==> src/rtl/imem_loader_if.sv <==
// Byte-stream handshake into the instruction-memory loader.
//   RxByte  : image byte from the source
//   RxValid : RxByte is valid this cycle
//   RxReady : loader accepts RxByte; a transfer happens when RxValid & RxReady
// master = byte source, slave = loader.
interface imem_loader_if;
  logic [7:0] RxByte;
  logic       RxValid;
  logic       RxReady;

  modport master (
    output RxByte,
    output RxValid,
    input  RxReady
  );

  modport slave (
    input  RxByte,
    input  RxValid,
    output RxReady
  );
endinterface

==> src/rtl/imem_loader.sv <==
// Instruction-memory loader: receives a byte-serial program image
// (0xA5, word count N, 4*N data bytes, XOR checksum byte), packs bytes into
// 32-bit words, writes them into a 2^ADDR_W-word RAM and holds the core
// until an image with a good checksum is resident.
// Ports:
//   clk       : clock, all state updates on the rising edge
//   flush_n   : synchronous active-low reset
//   rx        : byte-stream handshake (slave side)
//   RdAddr    : fetch word address
//   RdData    : combinational RAM[RdAddr]
//   CoreHold  : 1 = stall and flush the core
//   LoadDone  : one-cycle pulse when an image passes its checksum
//   LoadErr   : sticky error flag for the last load attempt
//   WordCount : words written in the current or most recent load
module imem_loader #(
  parameter int unsigned ADDR_W     = 6,
  parameter bit          BIG_ENDIAN = 1'b1
) (
  input  logic              clk,
  input  logic              flush_n,
  imem_loader_if.slave      rx,
  input  logic [ADDR_W-1:0] RdAddr,
  output logic [31:0]       RdData,
  output logic              CoreHold,
  output logic              LoadDone,
  output logic              LoadErr,
  output logic [ADDR_W:0]   WordCount
);

  localparam int unsigned Depth = 1 << ADDR_W;
  localparam int unsigned CntW  = ADDR_W + 1;
  localparam logic [8:0]  DepthB = 9'(Depth);
  localparam logic [7:0]  Magic  = 8'hA5;

  typedef enum logic [2:0] {
    StIdle,
    StCount,
    StData,
    StWrite,
    StCsum,
    StRun
  } state_e;

  state_e            state_q, state_d;
  logic [1:0]        byte_cnt_q, byte_cnt_d;
  logic [31:0]       word_q, word_d;
  logic [ADDR_W-1:0] addr_q, addr_d;
  logic [CntW-1:0]   count_q, count_d;
  logic [CntW-1:0]   wc_q, wc_d;
  logic [7:0]        csum_q, csum_d;
  logic              done_q, done_d;
  logic              err_q, err_d;

  logic              ready;
  logic              xfer;
  logic              mem_we;
  logic              count_ok;
  logic [CntW-1:0]   wc_inc;

  logic [31:0]       mem [Depth];

  // The only cycle the loader refuses a byte is the RAM write cycle.
  assign ready    = (state_q != StWrite);
  assign xfer     = rx.RxValid & ready;
  assign count_ok = (rx.RxByte != 8'd0) && ({1'b0, rx.RxByte} <= DepthB);
  assign wc_inc   = wc_q + CntW'(1);

  always_comb begin
    state_d    = state_q;
    byte_cnt_d = byte_cnt_q;
    word_d     = word_q;
    addr_d     = addr_q;
    count_d    = count_q;
    wc_d       = wc_q;
    csum_d     = csum_q;
    err_d      = err_q;
    done_d     = 1'b0;
    mem_we     = 1'b0;

    unique case (state_q)
      StIdle, StRun: begin
        if (xfer && (rx.RxByte == Magic)) begin
          state_d = StCount;
          err_d   = 1'b0;
          wc_d    = '0;
          csum_d  = '0;
        end
      end
      StCount: begin
        if (xfer) begin
          if (count_ok) begin
            count_d    = CntW'(rx.RxByte);
            addr_d     = '0;
            byte_cnt_d = '0;
            state_d    = StData;
          end else begin
            err_d   = 1'b1;
            state_d = StIdle;
          end
        end
      end
      StData: begin
        if (xfer) begin
          // Shift-in assembler: after four bytes the first one sits in the
          // top byte (big endian) or the bottom byte (little endian).
          if (BIG_ENDIAN) begin
            word_d = {word_q[23:0], rx.RxByte};
          end else begin
            word_d = {rx.RxByte, word_q[31:8]};
          end
          csum_d     = csum_q ^ rx.RxByte;
          byte_cnt_d = byte_cnt_q + 2'd1;
          if (byte_cnt_q == 2'd3) begin
            state_d = StWrite;
          end
        end
      end
      StWrite: begin
        mem_we  = 1'b1;
        addr_d  = addr_q + ADDR_W'(1);
        wc_d    = wc_inc;
        state_d = (wc_inc == count_q) ? StCsum : StData;
      end
      StCsum: begin
        if (xfer) begin
          if (rx.RxByte == csum_q) begin
            done_d  = 1'b1;
            state_d = StRun;
          end else begin
            err_d   = 1'b1;
            state_d = StIdle;
          end
        end
      end
      default: state_d = StIdle;
    endcase
  end

  always_ff @(posedge clk) begin
    if (!flush_n) begin
      state_q    <= StIdle;
      byte_cnt_q <= '0;
      word_q     <= '0;
      addr_q     <= '0;
      count_q    <= '0;
      wc_q       <= '0;
      csum_q     <= '0;
      done_q     <= 1'b0;
      err_q      <= 1'b0;
    end else begin
      state_q    <= state_d;
      byte_cnt_q <= byte_cnt_d;
      word_q     <= word_d;
      addr_q     <= addr_d;
      count_q    <= count_d;
      wc_q       <= wc_d;
      csum_q     <= csum_d;
      done_q     <= done_d;
      err_q      <= err_d;
    end
  end

  // RAM contents survive reset so a partially loaded image stays visible.
  always_ff @(posedge clk) begin
    if (flush_n && mem_we) begin
      mem[addr_q] <= word_q;
    end
  end

  assign RdData     = mem[RdAddr];
  assign rx.RxReady = ready;
  // Derived from the registered state so hold drops in the LoadDone cycle.
  assign CoreHold   = (state_q != StRun);
  assign LoadDone   = done_q;
  assign LoadErr    = err_q;
  assign WordCount  = wc_q;

endmodule
==> src/flat_wrapper.sv <==
// flat-port wrapper written by rule: the top's interface ports become plain ports
module imem_loader_flat 
#(
  parameter int unsigned ADDR_W     = 6,
  parameter bit          BIG_ENDIAN = 1'b1
)
  (clk, flush_n, RdAddr, RdData, CoreHold, LoadDone, LoadErr, WordCount, rx_RxByte, rx_RxValid, rx_RxReady);
  imem_loader_if rx_i ();
  input  logic clk;
  input  logic flush_n;
  input  logic [ADDR_W-1:0] RdAddr;
  output logic [31:0] RdData;
  output logic CoreHold;
  output logic LoadDone;
  output logic LoadErr;
  output logic [ADDR_W:0] WordCount;
  input wire logic [$bits(rx_i.RxByte)-1:0] rx_RxByte;
  input wire logic [$bits(rx_i.RxValid)-1:0] rx_RxValid;
  output wire logic [$bits(rx_i.RxReady)-1:0] rx_RxReady;
  assign rx_i.RxByte = rx_RxByte;
  assign rx_i.RxValid = rx_RxValid;
  assign rx_RxReady = rx_i.RxReady;
  imem_loader #(.ADDR_W(ADDR_W), .BIG_ENDIAN(BIG_ENDIAN)) u_core (.clk(clk), .flush_n(flush_n), .rx(rx_i), .RdAddr(RdAddr), .RdData(RdData), .CoreHold(CoreHold), .LoadDone(LoadDone), .LoadErr(LoadErr), .WordCount(WordCount));
endmodule
==> config.mk <==
export PLATFORM = sky130hd
export DESIGN_NAME = imem_loader_flat
export DESIGN_NICKNAME = d
export VERILOG_FILES = /design/src/rtl/imem_loader_if.sv /design/src/rtl/imem_loader.sv /design/src/flat_wrapper.sv
export SDC_FILE = /design/constraint.sdc
export NUM_CORES = 2
export LEC_CHECK = 0
export CORE_MARGIN = 8
export CORE_UTILIZATION = 55
export CTS_BUF_LIST = sky130_fd_sc_hd__clkbuf_8
export CTS_CLUSTER_DIAMETER = 100
export DETAILED_ROUTE_END_ITERATION = 6
export GPL_ROUTABILITY_DRIVEN = 1
export PLACE_DENSITY = 0.77
export SETUP_SLACK_MARGIN = 0.4
export SLEW_MARGIN = 20
export SYNTH_ARGS = -nofsm -noshare
export SYNTH_HDL_FRONTEND = slang
export SYNTH_SLANG_ARGS = --single-unit
==> constraint.sdc <==
create_clock -name clk -period 8.1 [get_ports clk]
set_input_delay 1.62 -clock clk [delete_from_list [all_inputs] [get_ports clk]]
set_output_delay 1.62 -clock clk [all_outputs]
set_load 0.01 [all_outputs]
==> results.sh <==
export IMPL_boundaryPins=60
export IMPL_status="finished, violations left"
export IMPL_die_x_um=399
export IMPL_grt_pass1_vias=40800
export IMPL_initial_core_util=0.554
export IMPL_dieArea_sq_mm=0.159
export IMPL_skew_ps=94.1
export IMPL_ant_nets=0
export IMPL_syn_cell_area_sq_mm=0.0807
export IMPL_antenna_found_initial=7
export IMPL_rows=140
export IMPL_grt_pass1_wl_mm=283
export IMPL_violations="DRC"
export IMPL_synthFlopType="edfxtp_1"
export IMPL_numCtsBuffers=334
export IMPL_hold_viol=0
export IMPL_yosysSeqAreaShare=0.778
export IMPL_cts_tree="done"
export IMPL_setup_viol=0
export IMPL_layout_common_cells="edfxtp_1 (2,048), mux4_2 (523), clkbuf_8 (340)"
export IMPL_postSynth_asyncResetShare=0
export IMPL_worstPathRequired_ps=6480
export IMPL_syn_nets=3733
export IMPL_cp_end_kind="output port"
export IMPL_whs_ps=458
export IMPL_postCtsResizedCells=0
export IMPL_cts_buffer_depth=4
export IMPL_wire_per_inst_um=31.9
export IMPL_grt_overflow=0
export IMPL_finalSetupTns_ps=0
export IMPL_maxCapViolCount=0
export IMPL_period_minus_slack_ps=7330
export IMPL_cp_max_fo=34
export IMPL_drc=1
export IMPL_portBuffers=59
export IMPL_maxSlewViolCount=0
export IMPL_wl_mm=198
export IMPL_powerDensity_mw_per_mm2=226
export IMPL_grt_max_degree=78
export IMPL_cts_max_level=5
export IMPL_crit_arrival_ps=5710
export IMPL_cts_root_buf="clkbuf_8"
export IMPL_synth_area_per_cell_sq_um=21.7
export IMPL_rsz0062_at_grt="false"
export IMPL_post_route_period_util=0.905
export IMPL_syn_to_final_growth_pct=12.0
export IMPL_hp_class="reg -> reg"
export IMPL_synth_warnings=0
export IMPL_drt_iter0_drc=5966
export IMPL_worstSkewPairLatency_ps=1040
export IMPL_die_h_um=399
export IMPL_num_nets_final=4098
export IMPL_leakage_nw=30.3
export IMPL_synth_edf_count=2048
export IMPL_critPathLaunchType="input port"
export IMPL_final_common_cell="edfxtp_1"
export IMPL_ys_types=56
export IMPL_drive_gt1_frac=0.281
export IMPL_cts_setup_buffers=0
export IMPL_num_vias=41200
export IMPL_path_class="in -> out"
export IMPL_slew_headroom=0.171
export IMPL_ys_seq_elements=2115
export IMPL_cts_sinks=2115
export IMPL_dpl_hpwl_mm=110
export IMPL_postSynthCellCount=3713
export IMPL_viasPerCell=6.63
export IMPL_ir_worst_vdd_v=0.000151
export IMPL_hold_buffers=0
export IMPL_grt_usage=0.247
export IMPL_core_area_sq_mm=0.146
export IMPL_first_pass_iters=7
export IMPL_tightest_slew_ps=1230
export IMPL_path_clk_slew_ps=60
export IMPL_place_gp_congestion=0.844
export IMPL_timing_fmax_ghz=0.136
export IMPL_fin_util=0.621
==> per-layer routing <==
| metal | wire length (um) | global-route usage | vias to the layer above | share of wire |
|---|---|---|---|---|
| li1 | - | - | 16400 | - |
| met1 | 71800 | 0.344 | 21400 | 0.36 |
| met2 | 93400 | 0.381 | 3048 | 0.47 |
| met3 | 26400 | 0.0658 | 419 | 0.13 |
| met4 | 6900 | 0.0886 | 0 | 0.035 |
| met5 | 0 | 0 | - | 0 |
==> cell type report <==
type,instances,area (sq um)
Multi-Input combinational cell,1381,17400
Clock inverter,210,980
Antenna cell,7,17.5
Fill cell,9464,55300
Sequential cell,2115,62900
Timing Repair Buffer,239,2090
Inverter,7,26.3
Clock buffer,340,4680
Tap cell,1917,2400
==> worst paths after layout <==
| kind | start | to | slack (ps) | cells past startpoint |
|---|---|---|---|---|
| setup / recovery | RdAddr[4] | RdData[19] | 770 | 9 |
| hold reg to reg | u_core.byte_cnt_q[0]$_SDFFE_PN0P_ | u_core.byte_cnt_q[0]$_SDFFE_PN0P_ | 460 | 1 |
| setup reg to reg | u_core.state_q[1]$_SDFFE_PN0P_ | u_core.mem[31][3]$_DFFE_PP_ | 3940 | 5 |
| hold / removal | u_core.byte_cnt_q[0]$_SDFFE_PN0P_ | u_core.byte_cnt_q[0]$_SDFFE_PN0P_ | 460 | 1 |
==> cells in the mapped netlist (all sizes together), types with 10 or more instances <==
cell | instances | area, sq um
dfxtp | 67 | 1340
a21oi | 41 | 205
mux4 | 523 | 11800
nand2 | 143 | 537
o211ai | 13 | 97.6
o21ai | 36 | 180
o22a | 14 | 123
nor2 | 126 | 473
edfxtp | 2048 | 61500
mux2 | 13 | 146
xor2 | 10 | 87.6
a31oi | 13 | 81.3
a21boi | 41 | 308
mux2i | 49 | 490
buf | 122 | 677
o221ai | 19 | 166
nand3b | 11 | 82.6
nor3 | 16 | 85.1
nand3 | 38 | 190
nand2b | 19 | 119
o22ai | 127 | 795
nor2b | 21 | 131
clkbuf | 88 | 330
nor4 | 29 | 181
==> sequential cells by signal (all words and copies together), names as in the netlist <==
| register | cells |
|---|---|
| u_core.LoadErr | 1 |
| u_core.LoadDone | 1 |
| u_core.byte_cnt_q | 2 |
| u_core.state_q | 3 |
| u_core.word_q | 32 |
| u_core.csum_q | 8 |
| u_core.count_q | 7 |
| u_core.WordCount | 7 |
| u_core.mem | 2048 |
| u_core.addr_q | 6 |
==> cell families after synthesis <==
kind of cell             synth area share
XOR/XNOR                          0.00184
flip-flops                          0.778
buffers and inverters              0.0128
AND/OR/NAND/NOR                    0.0261
AO/OA/AOI/OAI                      0.0268
adder cells (fa/ha/maj)          0.000465
multiplexers                        0.154
==> through the flow <==
stage | power (mW) | setup slack, ps | instances | area (sq um)
after floorplan | 12.5 | 3210 | 3713 | 80700
after global placement | 12.7 | 1050 | 5658 | 84700
after detailed placement | 12.7 | 984 | 5658 | 84700
after CTS | 20.5 | 975 | 6208 | 90400
after global routing | 21.0 | 919 | 6212 | 90400
final | 20.4 | 772 | 6216 | 90500
==> where the power goes <==
part	internal [mW]	switching [mW]	leakage [nW]
clock network	4.02	3.92	3.26
registers	11.8	0.0000388	21.1
logic	0.290	0.406	5.99
==> critical path, cell delays in order <==
cell	delay [ps]
buf_2	300
buf_4	500
or3b_2	530
buf_4	380
o22ai_1	180
nor4_1	960
nor2_1	290
a21oi_1	310
clkdlybuf4s50_1	590
No activity file was read; power rests on OpenSTA's default activity.
